`src/rtl/mips_cpu_pkg.sv`:
```
// Shared types for the MIPS multiply/divide unit: op encoding, sequencer states, iteration count.
package mips_cpu_pkg;

    typedef enum logic [1:0] {
        MULT  = 2'b00,
        MULTU = 2'b01,
        DIV   = 2'b10,
        DIVU  = 2'b11
    } muldiv_op_t;

    typedef enum logic [1:0] {
        IDLE = 2'b00,
        RUN  = 2'b01,
        FIX  = 2'b10
    } muldiv_state_t;

    localparam int MULDIV_CYCLES = 32;

    function automatic logic op_is_div(input muldiv_op_t o);
        return (o == DIV) || (o == DIVU);
    endfunction

    function automatic logic op_is_signed(input muldiv_op_t o);
        return (o == MULT) || (o == DIV);
    endfunction

endpackage

```
`src/rtl/mips_cpu_muldiv_step.sv`:
```
// One combinational iteration of the muldiv datapath on {acc, q}:
// shift-add (multiply, LSB first) or restoring subtract (divide, MSB first).
module mips_cpu_muldiv_step #(
    parameter int WIDTH = 32
) (
    input  logic             is_div,
    input  logic [WIDTH-1:0] acc,
    input  logic [WIDTH-1:0] q,
    input  logic [WIDTH-1:0] opnd,
    output logic [WIDTH-1:0] acc_next,
    output logic [WIDTH-1:0] q_next
);

    logic [WIDTH:0] sum;
    logic [WIDTH:0] rem;
    logic [WIDTH:0] diff;

    always_comb begin
        sum      = {1'b0, acc} + {1'b0, opnd};
        rem      = {acc, q[WIDTH-1]};
        diff     = rem - {1'b0, opnd};
        acc_next = acc;
        q_next   = q;
        if (is_div) begin
            // diff[WIDTH] is the borrow: set means the partial remainder is below the divisor
            if (!diff[WIDTH]) begin
                acc_next = diff[WIDTH-1:0];
                q_next   = {q[WIDTH-2:0], 1'b1};
            end else begin
                acc_next = rem[WIDTH-1:0];
                q_next   = {q[WIDTH-2:0], 1'b0};
            end
        end else begin
            if (q[0]) begin
                {acc_next, q_next} = {sum, q[WIDTH-1:1]};
            end else begin
                {acc_next, q_next} = {1'b0, acc, q[WIDTH-1:1]};
            end
        end
    end

endmodule

```
`src/rtl/mips_cpu_muldiv_ctrl.sv`:
```
// Multi-cycle MULT/MULTU/DIV/DIVU sequencer owning HI/LO, with pipeline stall generation.
// Build option: MULDIV_FAST_MULT_EN makes MULT/MULTU single-cycle via '*' (divides stay iterative).
//
// state | meaning
// IDLE  | accepts start or MTHI/MTLO writes
// RUN   | one datapath iteration per cycle until counter reaches 0
// FIX   | sign fixup, HI/LO written, done pulsed next cycle
module mips_cpu_muldiv_ctrl
    import mips_cpu_pkg::*;
#(
    parameter int                    DATA_WIDTH = MULDIV_CYCLES,
    parameter logic [DATA_WIDTH-1:0] DIV0_LO    = {DATA_WIDTH{1'b1}}
) (
    input  logic                  clk,
    input  logic                  reset,
    input  logic                  start,
    input  logic [1:0]            op,
    input  logic [DATA_WIDTH-1:0] a,
    input  logic [DATA_WIDTH-1:0] b,
    input  logic                  write_hi,
    input  logic                  write_lo,
    input  logic [DATA_WIDTH-1:0] wdata,
    input  logic                  read_hilo,
    output logic [DATA_WIDTH-1:0] hi,
    output logic [DATA_WIDTH-1:0] lo,
    output logic                  busy,
    output logic                  done,
    output logic                  stall
);

    localparam int W  = DATA_WIDTH;
    localparam int CW = $clog2(DATA_WIDTH);

    muldiv_state_t state, state_next;
    muldiv_op_t    op_in;

    logic [CW-1:0]  cnt;
    logic [W-1:0]   acc, q, opnd;
    logic [W-1:0]   acc_step, q_step;
    logic [W-1:0]   mag_a, mag_b;
    logic           is_div, neg_lo, neg_hi, div0;
    logic           sgn_in, div_in;
    logic           fast_mult;
    logic [2*W-1:0] prod_fix;
    logic [W-1:0]   hi_fix, lo_fix;

    assign op_in  = muldiv_op_t'(op);
    assign sgn_in = op_is_signed(op_in);
    assign div_in = op_is_div(op_in);
    assign mag_a  = (sgn_in && a[W-1]) ? -a : a;
    assign mag_b  = (sgn_in && b[W-1]) ? -b : b;

`ifdef MULDIV_FAST_MULT_EN
    logic [2*W-1:0] fast_prod;
    assign fast_mult = !div_in;
    assign fast_prod = {{W{1'b0}}, mag_a} * {{W{1'b0}}, mag_b};
`else
    assign fast_mult = 1'b0;
`endif

    assign busy  = (state != IDLE);
    assign stall = busy & (read_hilo | start | write_hi | write_lo);

    mips_cpu_muldiv_step #(
        .WIDTH (W)
    ) u_step (
        .is_div   (is_div),
        .acc      (acc),
        .q        (q),
        .opnd     (opnd),
        .acc_next (acc_step),
        .q_next   (q_step)
    );

    always_ff @(posedge clk or posedge reset) begin
        if (reset) begin
            state <= IDLE;
        end else begin
            state <= state_next;
        end
    end

    always_comb begin
        state_next = state;
        case (state)
            IDLE: begin
                if (start) begin
                    state_next = fast_mult ? FIX : RUN;
                end
            end
            RUN: begin
                if (cnt == '0) begin
                    state_next = FIX;
                end
            end
            FIX:     state_next = IDLE;
            default: state_next = IDLE;
        endcase
    end

    // Magnitudes were iterated; restore signs here. Divide-by-zero leaves |a| in acc,
    // so the remainder-sign fixup already reproduces a; only LO needs forcing.
    always_comb begin
        prod_fix = neg_lo ? -{acc, q} : {acc, q};
        hi_fix   = prod_fix[2*W-1:W];
        lo_fix   = prod_fix[W-1:0];
        if (is_div) begin
            hi_fix = neg_hi ? -acc : acc;
            lo_fix = div0 ? DIV0_LO : (neg_lo ? -q : q);
        end
    end

    always_ff @(posedge clk or posedge reset) begin
        if (reset) begin
            hi     <= '0;
            lo     <= '0;
            done   <= 1'b0;
            cnt    <= '0;
            acc    <= '0;
            q      <= '0;
            opnd   <= '0;
            is_div <= 1'b0;
            neg_lo <= 1'b0;
            neg_hi <= 1'b0;
            div0   <= 1'b0;
        end else begin
            done <= 1'b0;
            case (state)
                IDLE: begin
                    if (start) begin
                        is_div <= div_in;
                        div0   <= div_in && (b == '0);
                        neg_lo <= sgn_in && (a[W-1] ^ b[W-1]);
                        neg_hi <= sgn_in && a[W-1];
                        cnt    <= CW'(DATA_WIDTH - 1);
                        opnd   <= div_in ? mag_b : mag_a;
                        acc    <= '0;
                        q      <= div_in ? mag_a : mag_b;
`ifdef MULDIV_FAST_MULT_EN
                        if (fast_mult) begin
                            {acc, q} <= fast_prod;
                        end
`endif
                    end else begin
                        if (write_hi) hi <= wdata;
                        if (write_lo) lo <= wdata;
                    end
                end
                RUN: begin
                    acc <= acc_step;
                    q   <= q_step;
                    cnt <= cnt - 1'b1;
                end
                FIX: begin
                    hi   <= hi_fix;
                    lo   <= lo_fix;
                    done <= 1'b1;
                end
                default: ;
            endcase
        end
    end

endmodule
```
`config.mk`:
```
export PLATFORM = sky130hd
export DESIGN_NAME = mips_cpu_muldiv_ctrl
export DESIGN_NICKNAME = d
export VERILOG_FILES = /design/src/rtl/mips_cpu_pkg.sv /design/src/rtl/mips_cpu_muldiv_step.sv /design/src/rtl/mips_cpu_muldiv_ctrl.sv
export SDC_FILE = /design/constraint.sdc
export NUM_CORES = 1
export LEC_CHECK = 0
export CAP_MARGIN = 20
export CORE_AREA = 4 4 173 175
export DETAILED_ROUTE_END_ITERATION = 16
export DIE_AREA = 0 0 177 179
export PLACE_DENSITY = 0.79
export SYNTH_ARGS = -nofsm -noshare
export SYNTH_HDL_FRONTEND = slang
export SYNTH_SLANG_ARGS = --single-unit
export TNS_END_PERCENT = 1
```
`constraint.sdc`:
```
create_clock -name clk -period 4.9 [get_ports clk]
set_input_delay 0.49 -clock clk [delete_from_list [all_inputs] [get_ports clk]]
set_output_delay 0.49 -clock clk [all_outputs]
set_load 0.02 [all_outputs]
```
* Word-level counts from Yosys, hierarchy flattened
Cells that the tools add are included.
Storage, ports and cells: flip-flop bits (word level) 172, input port bits 104, output and inout port bits 67
Cells by class: $add $sub $neg 8, equality and inequality tests 9, mux-type cells 32, bitwise gates (word level) 5, reduce and logical (&&, ||, !) cells 18
Operators with widths (number):
- $mux 32 | 20
- $pmux 32 s2 | 4
- $neg 32->32 | 4
- $mux 64 | 1
- $neg 64->64 | 1
- $add 32x32->33 | 1
- $sub 33x32->33 | 1
- $logic_not 32->1 | 1
- $ne 2x2->1 const B | 5
- $pmux 5 s2 | 1
- $eq 2x2->1 const B | 3
- $reduce_and 2->1 | 3
- $reduce_and 3->1 | 2
- $reduce_bool 2->1 | 3
- $logic_not 5->1 | 1
- $mux 5 | 1
- $sub 5x1->5 const B | 1
- $logic_and 1x1->1 | 4
- $logic_not 2->1 | 2
- $mux 2 | 2
- $pmux 2 s2 | 1
- $or 1x1->1 | 3
- $eq 2x1->1 const B | 1
- $logic_or 1x1->1 | 2
- 3 further kinds | 4

* Logic depth before layout (Yosys ltp)
Gate-level depths: netlist of the first run.
depth after elaboration 7, depth in mapped cells 15, gate-level depth less buffers 13

* By module
From an unflattened synthesis of the first run, not the netlist that was laid out.
Unflattened totals: cell total of the unflattened synthesis 1954, area, all modules 15712.6 µm²
By module, submodules not included:
- mips_cpu_muldiv_ctrl | instances 1, cells an instance 1270, area an instance 10871.7 µm², sequential area each 4304.1 µm²
- mips_cpu_muldiv_step | instances 1, cells an instance 684, area an instance 4840.9 µm², sequential area each 0.0 µm²

* Worst setup path before layout of the first run
OpenSTA, ideal clock, no wires.
path kind reg2reg, start register q[31], end register acc[13], setup time 122 ps, arrival 3288 ps, setup slack 1490 ps, stages on the path, launching flop included 16, path buffers 2, cells stage by stage dfrtp_1 > inv_1 > ha_1 > fa_1 > nor2b_1 > o31a_1 > o41a_1 > a41oi_2 > o31ai_2 > o221ai_1 > or2_1 > buf_2 > buf_6 > nand2_1 > o311ai_1 > a32o_1
On the way: longest elaborated chain between the ends 4
Ends and longest elaborated chain:
- start, declared | line mips_cpu_muldiv_ctrl.sv:38 | logic [W-1:0] acc, q, opnd;
- start signal, assigned | line mips_cpu_muldiv_ctrl.sv:138 | q <= div_in ? mag_a : mag_b;
- start signal, assigned | line mips_cpu_muldiv_ctrl.sv:151 | q <= q_step;
- $sub 33x32->33 | line mips_cpu_muldiv_step.sv:21 | diff = rem - {1'b0, opnd};
- $mux 32 | line mips_cpu_muldiv_step.sv:26 | if (!diff[WIDTH]) begin
- $mux 32 | line mips_cpu_muldiv_step.sv:24 | if (is_div) begin
- $pmux 32 s2 | line mips_cpu_muldiv_ctrl.sv:128 | case (state)
- end signal, assigned | line mips_cpu_muldiv_ctrl.sv:150 | acc <= acc_step;
- end, declared | line mips_cpu_muldiv_ctrl.sv:38
No other way between the ends. A chain may end at the register's enable or synchronous reset.

* Final worst setup path of the first run
start register q[31], end register acc[27]
The elaborated chain is that of the path after synthesis.

==> results of run 1 <==
## per-layer routing
layer,wire length (um),part of all wire,vias up
met2,22500,0.44,840
met1,20600,0.41,7260
met5,0,0,-
met4,2580,0.051,0
met3,5050,0.10,150
li1,-,-,7103
## power breakdown
part	internal (W)	leakage [nW]	total, W	switching [W]
combinational	0.00419	4.76	0.0101	0.00595
clock	0.000743	0.301	0.00146	0.000719
sequential	0.00214	2.06	0.00308	0.000935
## Yosys cell counts, drive strengths merged, types with 28 or more instances
cell type	number	area share
a21o	33	0.017
nor3	44	0.016
inv	63	0.016
a21oi	153	0.051
a211oi	60	0.030
clkbuf	99	0.025
o211ai	35	0.018
ha	70	0.059
o21ai	198	0.066
xnor2	101	0.059
mux2i	67	0.045
nand2	223	0.056
dfrtp	172	0.29
xor2	62	0.036
nor2	129	0.033
o22ai	36	0.015
nand3	28	0.0097
## cell usage in the layout, fill, tap and decap left out, types with 62 or more instances in the layout
master	n
clkdlybuf4s50_1	169
nand2_1	222
ha_1	70
dfrtp_1	171
nor2_1	128
a21oi_1	152
inv_1	62
xnor2_1	101
o21ai_0	191
xor2_1	62
mux2i_1	67
## state kept, by name, summed over array words and instances, names as in the netlist
register / flops
acc: 32
done: 1
neg_hi: 1
div0: 1
is_div: 1
neg_lo: 1
state: 2
opnd: 32
hi: 32
cnt: 5
lo: 32
q: 32
## stage by stage
stage	power [W]	instances	util	hold WS [ps]
after floorplan	0.00997	1889	-	451
after global placement	0.0126	2355	0.595	460
after detailed placement	0.0129	2356	0.595	470
after CTS	0.0144	2388	0.617	486
after global routing	0.0157	2389	0.618	501
final	0.0147	2389	0.618	469
## logic make-up (layout without fill, tap and decap cells)
family,Yosys count,in the layout,synth area share
XOR/XNOR,163,163,0.0955
AO/OA/AOI/OAI,662,662,0.281
AND/OR/NAND/NOR,563,563,0.178
adder cells (fa/ha/maj),72,72,0.0613
buffers and inverters,187,303,0.0494
flip-flops,172,172,0.288
multiplexers,70,70,0.0471
## how the worst max path moves through the flow
stage          endpoint  slack, ps  startpoint
2_1_floorplan   acc[13]       1490       q[31]
3_3_place_gp    acc[17]        810      acc[0]
3_5_place_dp     acc[8]        620       q[31]
4_1_cts         acc[27]        590       q[31]
5_1_grt         acc[27]        240      acc[0]
6_report        acc[27]        470       q[31]
## final cells by class
class                      instances  area, um^2  area share
multi-input combinational       1530        9930       0.564
sequential                       172        4310       0.245
timing repair buffer             206        2010       0.114
tap                              384         480      0.0273
clock buffer                      17         425      0.0242
inverter                          65         248      0.0141
clock inverter                    15         196      0.0112
==> results.yml, run 1 <==
global_route:
  antenna_found_initial: 0
  grtUsageMet3: 0.0525
  grt_max_degree: 99
  grt_pass1_vias: 14251
  grt_use_met1: 0.420
  grt.busiest_layer: "met2"
  grt_pass1_wl_um: 78100
  grt-ovfl-total: 0
  grtUsageTotal: 0.312
  use_met2: 0.491
placed_design:
  hpwlAfterDp_um: 38700
  placed_cell_area_um2: 17000
  place_congestion: 1.02
  dp_slack_ps: 615
  port_buffers: 170
floorplanning:
  die_area_um2: 31700
  coreArea_um2: 28500
  die_y_um: 179
  start_util: 0.525
  rows: 62
  die_w_um: 177
  io_pins: 171
worst_setup_path:
  r2r_setup_slack_ps: 470
  r2r_end: "acc[27]"
  crit_fanout: 27
  required_ps: 5260
  startpoint_type: "flip-flop"
  critPathKind: "flip-flop to flip-flop"
  timing.rr.start: "q[31]"
  worst-path-stages: 13
  cp_slowest_cell: "or2_1"
  cp.arrival_ps: 4790
  crit_family: "compound AO/OA/AOI/OAI gates"
  crit_buf_inv: 1
  crit_chain: "inv_1, ha_1, fa_1, nor2b_1, o31a_1, o41a_1, a41oi_2, o31ai_2, o221ai_1, or2_1, a2111oi_2, a21oi_1, o21ai_1"
  r2r_cells: 13
  slowest_delay_ps: 710
  endpoint_kind: "flip-flop"
hold_path:
  hp-class: "primary input to asynchronous set/reset pin"
finish:
  finalNetCount: 2168
  fillers: 2499
  antenna_cells: 0
  drive_above_1_share: 0.0534
  final_area_um2: 17600
  area_growth_pct: 17.8
detailed_routing:
  routedWlPerCell_um: 21.2
  ant_nets: 0
  firstDrtPassIters: 6
  drc: 0
  wirelength_um: 50700
  vias: 15353
  viasPerCell: 6.43
  drtIter0Drc: 1907
synth:
  yosysUniqueCellTypes: 84
  seq_area_frac_synth: 0.288
  synth_fp_nets: 2065
  synthArstFlopShare: 1.00
  synth_edf_count: 0
  synthCells: 1889
  ys_seq_elements: 172
  ys_warn_count: 0
  ys.flop_type: "dfrtp_1"
  synth_area_um2: 14900
  synth_area_per_cell_um2: 7.91
sta:
  setup_violations: 0
  fmax_mhz: 226
  fin_crit_sh: 0.905
  slew_headroom: 0.250
  setup_tns_ps: 0
  setup_ws_ps: 467
  worstMarginPinSlew_ps: 1130
  rsz0062_at_grt: "false"
  skew_ps: 19.9
  drv_slew: 0
  period_needed_ps: 4430
  finalHoldViolations: 0
flow_run:
  cap_violations: 0
power_and_ir_drop:
  power.density_nw_per_um2: 834
  static-leakage-power_nw: 7.12
  peakVddDrop_uv: 544
clock_network:
  htree_num_levels: 4
  holdBufCountCts: 0
  clockBufferDepth: 2
  clk_latency_ps: 450
  cts-root-buf: "clkbuf_16"
  cts_made_buffers: 17
  cts_setup_buffers: 0
  ctsResizeCount: 0
  cts_tree: "built"
  cts.clk_slew.worst_paths_ps: 80
  clkSinkCount: 172
status:
  status: "completed"
No activity file was read; power rests on OpenSTA's default activity.
==> run 2: changes to the inputs <==
- MAX_ROUTING_LAYER: default -> met4
==> run 2 against run 1 <==
Compared with the run above:
- clock-buffer cell count is the same
- clock skew decreased by 3.5 ps
- sequential power rose by 1%
- hold slack better by 16 ps
- fmax grew 2.4%
- via count down 1.3%
- combinational power is essentially flat
==> results.yml, run 2 (synthesis results as in run 1) <==
clock_network:
  holdBufCountCts: 0
  cts_tree: "built"
  ctsResizeCount: 0
  cts_made_buffers: 17
  cts-root-buf: "clkbuf_16"
  cts_setup_buffers: 0
  clk_latency_ps: 440
  htree_num_levels: 4
  cts.clk_slew.worst_paths_ps: 80
  clockBufferDepth: 2
  clkSinkCount: 172
power_and_ir_drop:
  power.density_nw_per_um2: 829
  static-leakage-power_nw: 7.10
  peakVddDrop_uv: 596
sta:
  period_needed_ps: 4330
  rsz0062_at_grt: "false"
  fin_crit_sh: 0.884
  drv_slew: 0
  slew_headroom: 0.271
  fmax_mhz: 231
  setup_ws_ps: 569
  setup_violations: 0
  setup_tns_ps: 0
  finalHoldViolations: 0
  skew_ps: 16.4
  worstMarginPinSlew_ps: 1090
finish:
  final_area_um2: 17600
  finish.utilization: 0.617
  antenna_cells: 0
  layout_commonest_cell: "nand2_1"
  area_growth_pct: 17.6
  drive_above_1_share: 0.0519
  finalNetCount: 2165
  mostFrequentLayoutCells: "222 x nand2_1, 191 x o21ai_0, 171 x dfrtp_1, 169 x clkdlybuf4s50_1, 152 x a21oi_1"
worst_setup_path:
  startpoint_type: "flip-flop"
  endpoint_kind: "flip-flop"
  cp.arrival_ps: 4650
  crit_chain: "inv_1, fa_1, nor2b_1, o31a_1, o41a_1, a41oi_2, o31ai_2, o221ai_1, or2_1, nor2_1, a21oi_1, a32o_1"
  crit_fanout: 27
  slowest_delay_ps: 700
  required_ps: 5220
  critPathKind: "flip-flop to flip-flop"
  cp_slowest_cell: "or2_1"
detailed_routing:
  drtIter0Drc: 1806
  viasPerCell: 6.35
  ant_nets: 0
  firstDrtPassIters: 6
  drc: 0
  wirelength_um: 50800
  routedWlPerCell_um: 21.3
  vias: 15154
placed_design:
  hpwlAfterDp_um: 38700
  placed_cell_area_um2: 16900
  place_congestion: 1.02
  port_buffers: 170
  dp_slack_ps: 641
global_route:
  grt_max_degree: 106
  grt-ovfl-total: 0
  antenna_found_initial: 1
  grtUsageTotal: 0.323
  grt_pass1_wl_um: 78500
  grt_pass1_vias: 14121
hold_path:
  hp-class: "flip-flop to flip-flop"
flow_run:
  cap_violations: 0
status:
  status: "completed"
floorplanning:
  io_pins: 171
  die_y_um: 179
  coreArea_um2: 28500
  die_w_um: 177
  start_util: 0.525
  rows: 62
  die_area_um2: 31700
==> run 2: worst max-delay path, delay by kind of cell, from the launching register on <==
kind	cells	cell delay, ps
AO/OA/AOI/OAI	7	1820
buffers and inverters	1	170
AND/OR/NAND/NOR	3	1210
adder cells (fa/ha/maj)	1	480
flip-flops	1	520
==> run 2: final timing paths <==
kind	from	to	slack [ps]	depth (start not counted)
setup reg to reg	acc[0]	acc[25]	570	12
max in group asynchronous	reset	lo[26]	3620	3
hold / removal	lo[10]	lo[10]	480	2
setup / recovery	acc[0]	acc[25]	570	12
hold reg to reg	lo[10]	lo[10]	480	2
min in group asynchronous	reset	acc[11]	560	3
==> run 2: where the power goes <==
group / internal [W] / switching (W)
logic: 0.00418 / 0.00586
registers: 0.00214 / 0.000978
clock network: 0.000698 / 0.000711
==> run 2: metrics by stage <==
| step | instances | power (W) | hold slack, ps |
|---|---|---|---|
| after detailed placement | 2353 | 0.0129 | 470 |
| after global placement | 2352 | 0.0127 | 460 |
| after CTS | 2385 | 0.0144 | 489 |
| after floorplan | 1889 | 0.00997 | 451 |
| final | 2386 | 0.0146 | 485 |
| after global routing | 2386 | 0.0156 | 508 |
==> run 2: cell type report <==
class	count	area (um^2)
fill	2514	10900
clock inverter	15	186
clock buffer	17	425
multi-input combinational	1530	9930
tap	384	480
inverter	65	248
sequential	172	4310
timing repair buffer	203	1990
==> run 2: routing by layer <==
metal | share of wire | track usage | up-vias
li1 | - | - | 7084
met1 | 0.41 | 0.430 | 7147
met2 | 0.45 | 0.495 | 799
met3 | 0.096 | 0.0441 | 124
met4 | 0.045 | 0.145 | 0
met5 | 0 | - | -
==> run 3: changes to the inputs <==
- CAP_MARGIN: 20 -> default
- MAX_ROUTING_LAYER: met4 -> default
==> run 3 against run 2 <==
Compared with the run above:
- hold slack worse by 17 ps
- critical path depth increased by 1
- combinational power hardly changed
- cell count hardly changed
- register-to-register slack worse by 100 ps
- global-route usage down 1.2 points
- final area fell by 0.11%
- fmax is 2.3% lower
- sequential power is 2% lower
- clock-buffer cell count stayed put
- die area stayed put
- largest power group unchanged
==> results.yml, run 3 (synthesis results as in run 1) <==
status:
  status: "completed"
finish:
  finalNetCount: 2166
  mostFrequentLayoutCells: "222 x nand2_1, 191 x o21ai_0, 171 x dfrtp_1, 169 x clkdlybuf4s50_1, 152 x a21oi_1"
  antenna_cells: 0
  drive_above_1_share: 0.0524
  finish.utilization: 0.616
  area_growth_pct: 17.4
  fillers: 2481
  multi_input_area_um2: 9930
  seq_area_um2: 4310
  layout_commonest_cell: "nand2_1"
global_route:
  grt-ovfl-total: 0
  grt_max_degree: 99
  grt_pass1_wl_um: 78400
  grtUsageTotal: 0.312
  grt_pass1_vias: 14252
  antenna_found_initial: 0
worst_setup_path:
  crit_family: "compound AO/OA/AOI/OAI gates"
  r2r_setup_slack_ps: 470
  startpoint_type: "flip-flop"
  slowest_delay_ps: 720
  r2r_cells: 13
  timing.rr.start: "q[31]"
  endpoint_kind: "flip-flop"
  crit_fanout: 27
  required_ps: 5260
  critPathKind: "flip-flop to flip-flop"
  crit_buf_inv: 1
  cp_slowest_cell: "or2_1"
  crit_chain: "inv_1, ha_1, fa_1, nor2b_1, o31a_1, o41a_1, a41oi_2, o31ai_2, o221ai_1, or2_1, a2111oi_2, a21oi_1, o21ai_1"
  cp.arrival_ps: 4790
  r2r_end: "acc[27]"
clock_network:
  clkSinkCount: 172
  cts.clk_slew.worst_paths_ps: 80
  ctsResizeCount: 0
  holdBufCountCts: 0
  cts_tree: "built"
  htree_num_levels: 4
  cts_setup_buffers: 0
  cts-root-buf: "clkbuf_16"
  clockBufferDepth: 2
  clk_latency_ps: 460
  cts_made_buffers: 17
power_and_ir_drop:
  power.density_nw_per_um2: 833
  static-leakage-power_nw: 7.09
  peakVddDrop_uv: 517
detailed_routing:
  firstDrtPassIters: 6
  wirelength_um: 50700
  routedWlPerCell_um: 21.2
  drc: 0
  vias: 15323
  drtIter0Drc: 1957
  ant_nets: 0
  viasPerCell: 6.42
sta:
  setup_tns_ps: 0
  fin_crit_sh: 0.904
  skew_ps: 25.1
  rsz0062_at_grt: "false"
  slew_headroom: 0.184
  drv_slew: 0
  finalHoldViolations: 0
  worstMarginPinSlew_ps: 1220
  fmax_mhz: 226
  period_needed_ps: 4430
  setup_violations: 0
hold_path:
  hp-class: "primary input to asynchronous set/reset pin"
floorplanning:
  die_y_um: 179
  start_util: 0.525
  io_pins: 171
  coreArea_um2: 28500
  die_w_um: 177
  rows: 62
  die_area_um2: 31700
flow_run:
  cap_violations: 0
placed_design:
  hpwlAfterDp_um: 38600
  place_congestion: 1.02
  port_buffers: 170
==> run 3: layout make-up <==
type | count | share of cell area
Clock buffer | 17 | 0.0242
Multi-Input combinational cell | 1530 | 0.566
Tap cell | 384 | 0.0274
Clock inverter | 15 | 0.0109
Sequential cell | 172 | 0.245
Timing Repair Buffer | 204 | 0.112
Inverter | 65 | 0.0141
==> run 3: where the power goes <==
group | leakage [nW] | internal (W) | switching (W)
clock network | 0.297 | 0.000695 | 0.000717
logic | 4.73 | 0.00419 | 0.00595
registers | 2.06 | 0.00215 | 0.000929
total | 7.09 | 0.00703 | 0.00759
==> run 3: metal layers <==
metal / global-route usage / vias up / wire length [um]
met3: 0.0502 / 120 / 5120
met1: 0.426 / 7255 / 20400
met2: 0.482 / 862 / 22500
li1: - / 7086 / -
met4: 0.154 / 0 / 2600
met5: 0 / - / 0
==> run 3: worst reg2reg max path, stage by stage (launching register included) <==
cell	delay [ps]
dfrtp_1	420
inv_1	90
ha_1	240
fa_1	410
nor2b_1	230
o31a_1	200
o41a_1	210
a41oi_2	200
o31ai_2	520
o221ai_1	340
or2_1	720
a2111oi_2	490
a21oi_1	120
o21ai_1	170
==> run 3: worst max path at each step <==
stage,slack (ps),start,end,cells after the start
6_report,470,q[31],acc[27],13
5_1_grt,240,acc[0],acc[27],12
4_1_cts,540,q[31],acc[27],13
3_5_place_dp,560,q[31],acc[8],12
3_3_place_gp,810,acc[0],acc[17],12
2_1_floorplan,1490,q[31],acc[13],15
==> run 3: stage by stage <==
step	hold slack [ps]	setup slack (ps)	power, W	instances	area (um^2)
final	468	468	0.0146	2387	17500
after global routing	502	245	0.0156	2387	17500
after CTS	487	545	0.0144	2387	17500
after detailed placement	470	559	0.0129	2355	16900
after global placement	460	810	0.0126	2355	16900
after floorplan	451	1490	0.00997	1889	14900
==> variant 1 (flow settings as in run 3) <==
Re-encode `muldiv_state_t` (3 states) as one-hot, 3 bits wide.
--- a/src/rtl/mips_cpu_pkg.sv
+++ b/src/rtl/mips_cpu_pkg.sv
@@ -8,10 +8,10 @@
         DIVU  = 2'b11
     } muldiv_op_t;
 
-    typedef enum logic [1:0] {
-        IDLE = 2'b00,
-        RUN  = 2'b01,
-        FIX  = 2'b10
+    typedef enum logic [2:0] {
+        IDLE = 3'b001,
+        RUN  = 3'b010,
+        FIX  = 3'b100
     } muldiv_state_t;
 
     localparam int MULDIV_CYCLES = 32;
Check against the original RTL: same outputs for any inputs over 4 cycles, from zero or initial values and one cycle with reset high; so few cycles prove little.
==> variant 1 against run 3 <==
  * Total power is 15% lower
  * Final cell count shrank 1.7%
  * Setup slack improved by 530 ps
  * Routed wire length about the same
  * Sequential power fell by 2%
  * Sequential cell count up 1
  * Clock skew fell by 8.4 ps
  * Design area decreased by 1.1%
  * Via count decreased by 1.4%
  * Largest power group unchanged
  * Global-route usage is 0.25 points higher
  * Area after synthesis down 0.76%
  * Highest routed layer unchanged
==> variant 1: results (changes against run 3) <==
stage,metric,value,unit,change
sta,Max Clock Skew,16.7,ps,-8.37 ps
setup_path,"Data arrival, critical path",4210,ps,-580 ps
synth,Yosys cell types,81,,-3.6%
synth,"Seq/Total Area, Yosys",0.292,,+0.00398
power,Clock net power,1450,uW,+3%
setup_path,CP max-delay cell,dfrtp_1,,
drt,metal3 WL,5.30,mm,+3.5%
synth,average size of a mapped cell,7.95,um^2,+0.52%
final_layout,fill count,2500,,+0.77%
global_route,first-pass GRT wire length,78.8,mm,+0.49%
worst_hold_path,hold crit path type,flip-flop to flip-flop,,
synth,xor/xnor share of the synthesized area,0.101,,+0.00546
run_status,outcome,"complete, no violations",,
drt,DRT iter0 DRCs,1628,,-17%
final_layout,share of cells above drive strength 1,0.0510,,-0.00145
drt,Metal-1 WL,20.6,mm,+0.85%
global_route,all-layer global routing usage,0.314,,+0.00255
drt,total wire length,50.7,mm,about the same
power,seq pwr,3010,uW,-2%
synth,Post-Synth Adder-Cell Area,0.0618,,+0.000471
global_route,met2 GRT Util,0.505,,+0.0236
synth,Synth Area in Compound Gates,0.264,,-0.0167
power,switching power total,6480,uW,-15%
power,static leakage,0.00719,uW,+1.4%
setup_path,CP max FO,26,,-3.7%
synth,commonest cells in the synthesized netlist,"o21ai_0, nand2_1, dfrtp_1",,
setup_path,largest stage delay on the critical path,520,ps,-200 ps
drt,DR WL met2,22.9,mm,+1.7%
setup_path,crit path buf inv count,2,,+1
power,VDD IR max,269,uV,-48%
global_route,met1 Usage GRT,0.427,,+0.000939
sta,transition time of the tightest slew-check pin,1260,ps,+36.5 ps
power,Design Power,12500,uW,-15%
placed_design,dpl ws,1060,ps,+501 ps
placed_design,RD Place Congestion,0.987,,-3.2%
placed_design,DP HPWL,38.9,mm,+0.76%
synth,net count after synthesis,2041,,-1.2%
drt,DR vias,15100,,-1.4%
drt,vias per cell,6.44,,+0.37%
variant 1: path summary, 6_finish.rpt:
| path | slack, ps | endpoint | cells past startpoint | from |
|---|---|---|---|---|
| worst max-delay path | 1000 | acc[16]$_DFFE_PP0P_ | 11 | acc[0]$_DFFE_PP0P_ |
| min in group asynchronous | 540 | lo[12]$_DFFE_PP0P_ | 3 | reset |
| worst max register to register | 1000 | acc[16]$_DFFE_PP0P_ | 11 | acc[0]$_DFFE_PP0P_ |
| worst min register to register | 480 | cnt[4]$_DFFE_PP0P_ | 1 | cnt[4]$_DFFE_PP0P_ |
| worst min-delay path | 480 | cnt[4]$_DFFE_PP0P_ | 1 | cnt[4]$_DFFE_PP0P_ |
| max in group asynchronous | 3660 | is_div$_DFFE_PP0P_ | 3 | reset |
variant 1: area by class of cell:
class,count,area [um^2],share of cell area
sequential,173,4330,0.250
inverter,61,233,0.0134
clock buffer,17,425,0.0245
timing repair buffer,195,1900,0.109
multi-input combinational,1501,9790,0.564
clock inverter,15,206,0.0119
tap,384,480,0.0277
==> variant 2 (config.mk and constraints of run 3) <==
Without the edit above. Set the package constant `MULDIV_CYCLES` to 16 (it was 32).
--- a/src/rtl/mips_cpu_pkg.sv
+++ b/src/rtl/mips_cpu_pkg.sv
@@ -14,7 +14,7 @@
         FIX  = 2'b10
     } muldiv_state_t;
 
-    localparam int MULDIV_CYCLES = 32;
+    localparam int MULDIV_CYCLES = 16;
 
     function automatic logic op_is_div(input muldiv_op_t o);
         return (o == DIV) || (o == DIVU);
Ports: changed (5 resized); port bits go from 171 to 91. No check against the original RTL was run, so the function may have changed too.
==> variant 2 against run 3 <==
  * Sequential cell count is 81 lower
  * Global-route usage is 17 points lower
  * Total power is 56% lower
  * Clock skew is 14 ps lower
  * Area after synthesis is 49% lower
  * Design area is 48% lower
  * Routed wire length is 55% lower
  * Setup slack better by 950 ps
==> variant 2: results (changes against run 3) <==
stage,metric,value,unit,change
synth,synth top area cells,"dfrtp_1, mux2i_1, ha_1",,
clock_network,TritonCTS buffer count,9,,-8
clock_network,clock latency on the worst-skew pair,360,ps,-100 ps
sta,Slew HR,0.280,,+0.0962
worst_hold_path,hold crit path type,flip-flop to flip-flop,,
synth,average size of a mapped cell,8.23,um^2,+4.0%
placed_design,DP HPWL,17.6,mm,-54%
clock_network,clk buf depth,2,,unchanged
global_route,number of global-route vias before repair,6810,,-52%
sta,Max Clock Skew,10.7,ps,-14.3 ps
drt,DRT iter0 DRCs,836,,-57%
drt,vias per cell,5.32,,-17%
global_route,first-pass GRT wire length,36.4,mm,-54%
clock_network,setup repair bufs after CTS,0,,unchanged
final_layout,Antenna Diode Count,0,,unchanged
clock_network,hold-fix buffers at CTS,0,,unchanged
drt,total wire length,22.9,mm,-55%
global_route,largest net degree at the start of global routing,58,,-41%
clock_network,H-tree levels,3,,-1
synth,Synth Warn #,0,,unchanged
synth,share of flip-flops with an asynchronous set or reset,1.00,,unchanged
clock_network,Root Driver,clkbuf_16,,
final_layout,Post-Layout Cell Count,1363,,-43%
setup_path,Reg2Reg Setup Slack,1420,ps,+950 ps
setup_path,CP max FO,16,,-41%
placed_design,placed inst area,8800,um^2,-48%
setup_path,"Data arrival, critical path",3750,ps,-1040 ps
synth,Yosys cell types,74,,-12%
power,static leakage,0.00365,uW,-49%
placed_design,Placed Cells,1348,,-43%
placed_design,port bufs,90,,-47%
global_route,all-layer global routing usage,0.142,,-0.170
final_layout,Post-layout nets,1070,,-51%
final_layout,share of cells above drive strength 1,0.0521,,-0.000327
run_status,outcome,"complete, no violations",,
drt,TritonRoute pass-1 iters,7,,+1
synth,commonest cells in the synthesized netlist,"nand2_1, dfrtp_1, o21ai_0",,
synth,"Seq/Total Area, Yosys",0.301,,+0.0125
power,VDD IR max,286,uV,-45%
placed_design,dpl ws,1460,ps,+903 ps
global_route,initial antenna violation count,0,,unchanged
synth,net count after synthesis,1016,,-51%
sta,post-route clock period utilization,0.711,,-0.194
placed_design,RD Place Congestion,0.902,,-12%
-- variant 2: cell types whose count changed in the layout (fill, tap and decap cells not counted), moves of 30 or more --
cell	run 3	this run
a21oi_1	152	72
nor2_1	128	69
ha_1	70	37
clkdlybuf4s50_1	169	90
dfrtp_1	171	91
xor2_1	62	24
a211oi_1	60	16
o211ai_1	34	4
nor3_1	42	11
xnor2_1	101	45
o21ai_0	191	86
nand2_1	222	99
-- variant 2: worst paths after layout --
path,cells after the start,end,from
min in group asynchronous,2,hi[8]$_DFFE_PP0P_,reset
max,11,acc[1]$_DFFE_PP0P_,q[15]$_DFFE_PP0P_
max in group asynchronous,3,acc[15]$_DFFE_PP0P_,reset
min,2,lo[9]$_DFFE_PP0P_,lo[9]$_DFFE_PP0P_
max reg2reg,11,acc[1]$_DFFE_PP0P_,q[15]$_DFFE_PP0P_
min reg2reg,2,lo[9]$_DFFE_PP0P_,lo[9]$_DFFE_PP0P_
-- variant 2: where the power goes --
part / internal (uW) / total [uW] / switching (uW) / leakage, uW
sequential: 1100 / 1610 / 517 / 0.00112
clock: 451 / 773 / 322 / 0.000157
combinational: 1830 / 4060 / 2230 / 0.00237
-- variant 2: layout make-up --
class / count / area (um^2)
Multi-Input combinational cell: 729 / 4910
Fill cell: 2969 / 19400
Clock buffer: 9 / 225
Tap cell: 384 / 480
Clock inverter: 6 / 95.1
Sequential cell: 91 / 2280
Inverter: 47 / 178
Timing Repair Buffer: 97 / 953
-- variant 2: per-layer routing --
layer,vias up,part of all wire,GRT usage
li1,3456,-,-
met1,3468,0.46,0.205
met2,302,0.44,0.219
met3,23,0.083,0.0276
met4,0,0.012,0.0309
met5,-,0,0
-- variant 2: stage by stage --
stage	hold slack (ps)	total power, uW
floorplan	449	4500
global placement	466	5490
detailed placement	471	5610
CTS	485	6400
global route	515	6930
finish	481	6440
-- variant 2: critical path: stages, from the launching register on --
cell and delay (ps):
dfrtp_1 470, inv_1 120, ha_1 210, fa_1 280
nor2b_4 60, o31a_1 300, o211ai_2 210, nand2_2 90
o211ai_1 250, and3_1 880, mux2_4 370, o221ai_2 160
-- variant 2: cell families (layout without fill, tap and decap cells) --
logic type	Yosys count	in the layout	synth area share
fa+ha+maj	39	39	0.0664
mux	53	53	0.0720
buf+inv	101	159	0.0535
flops	91	91	0.301
simple gates	265	265	0.171
compound gates	303	303	0.257
xor+xnor	69	69	0.0798
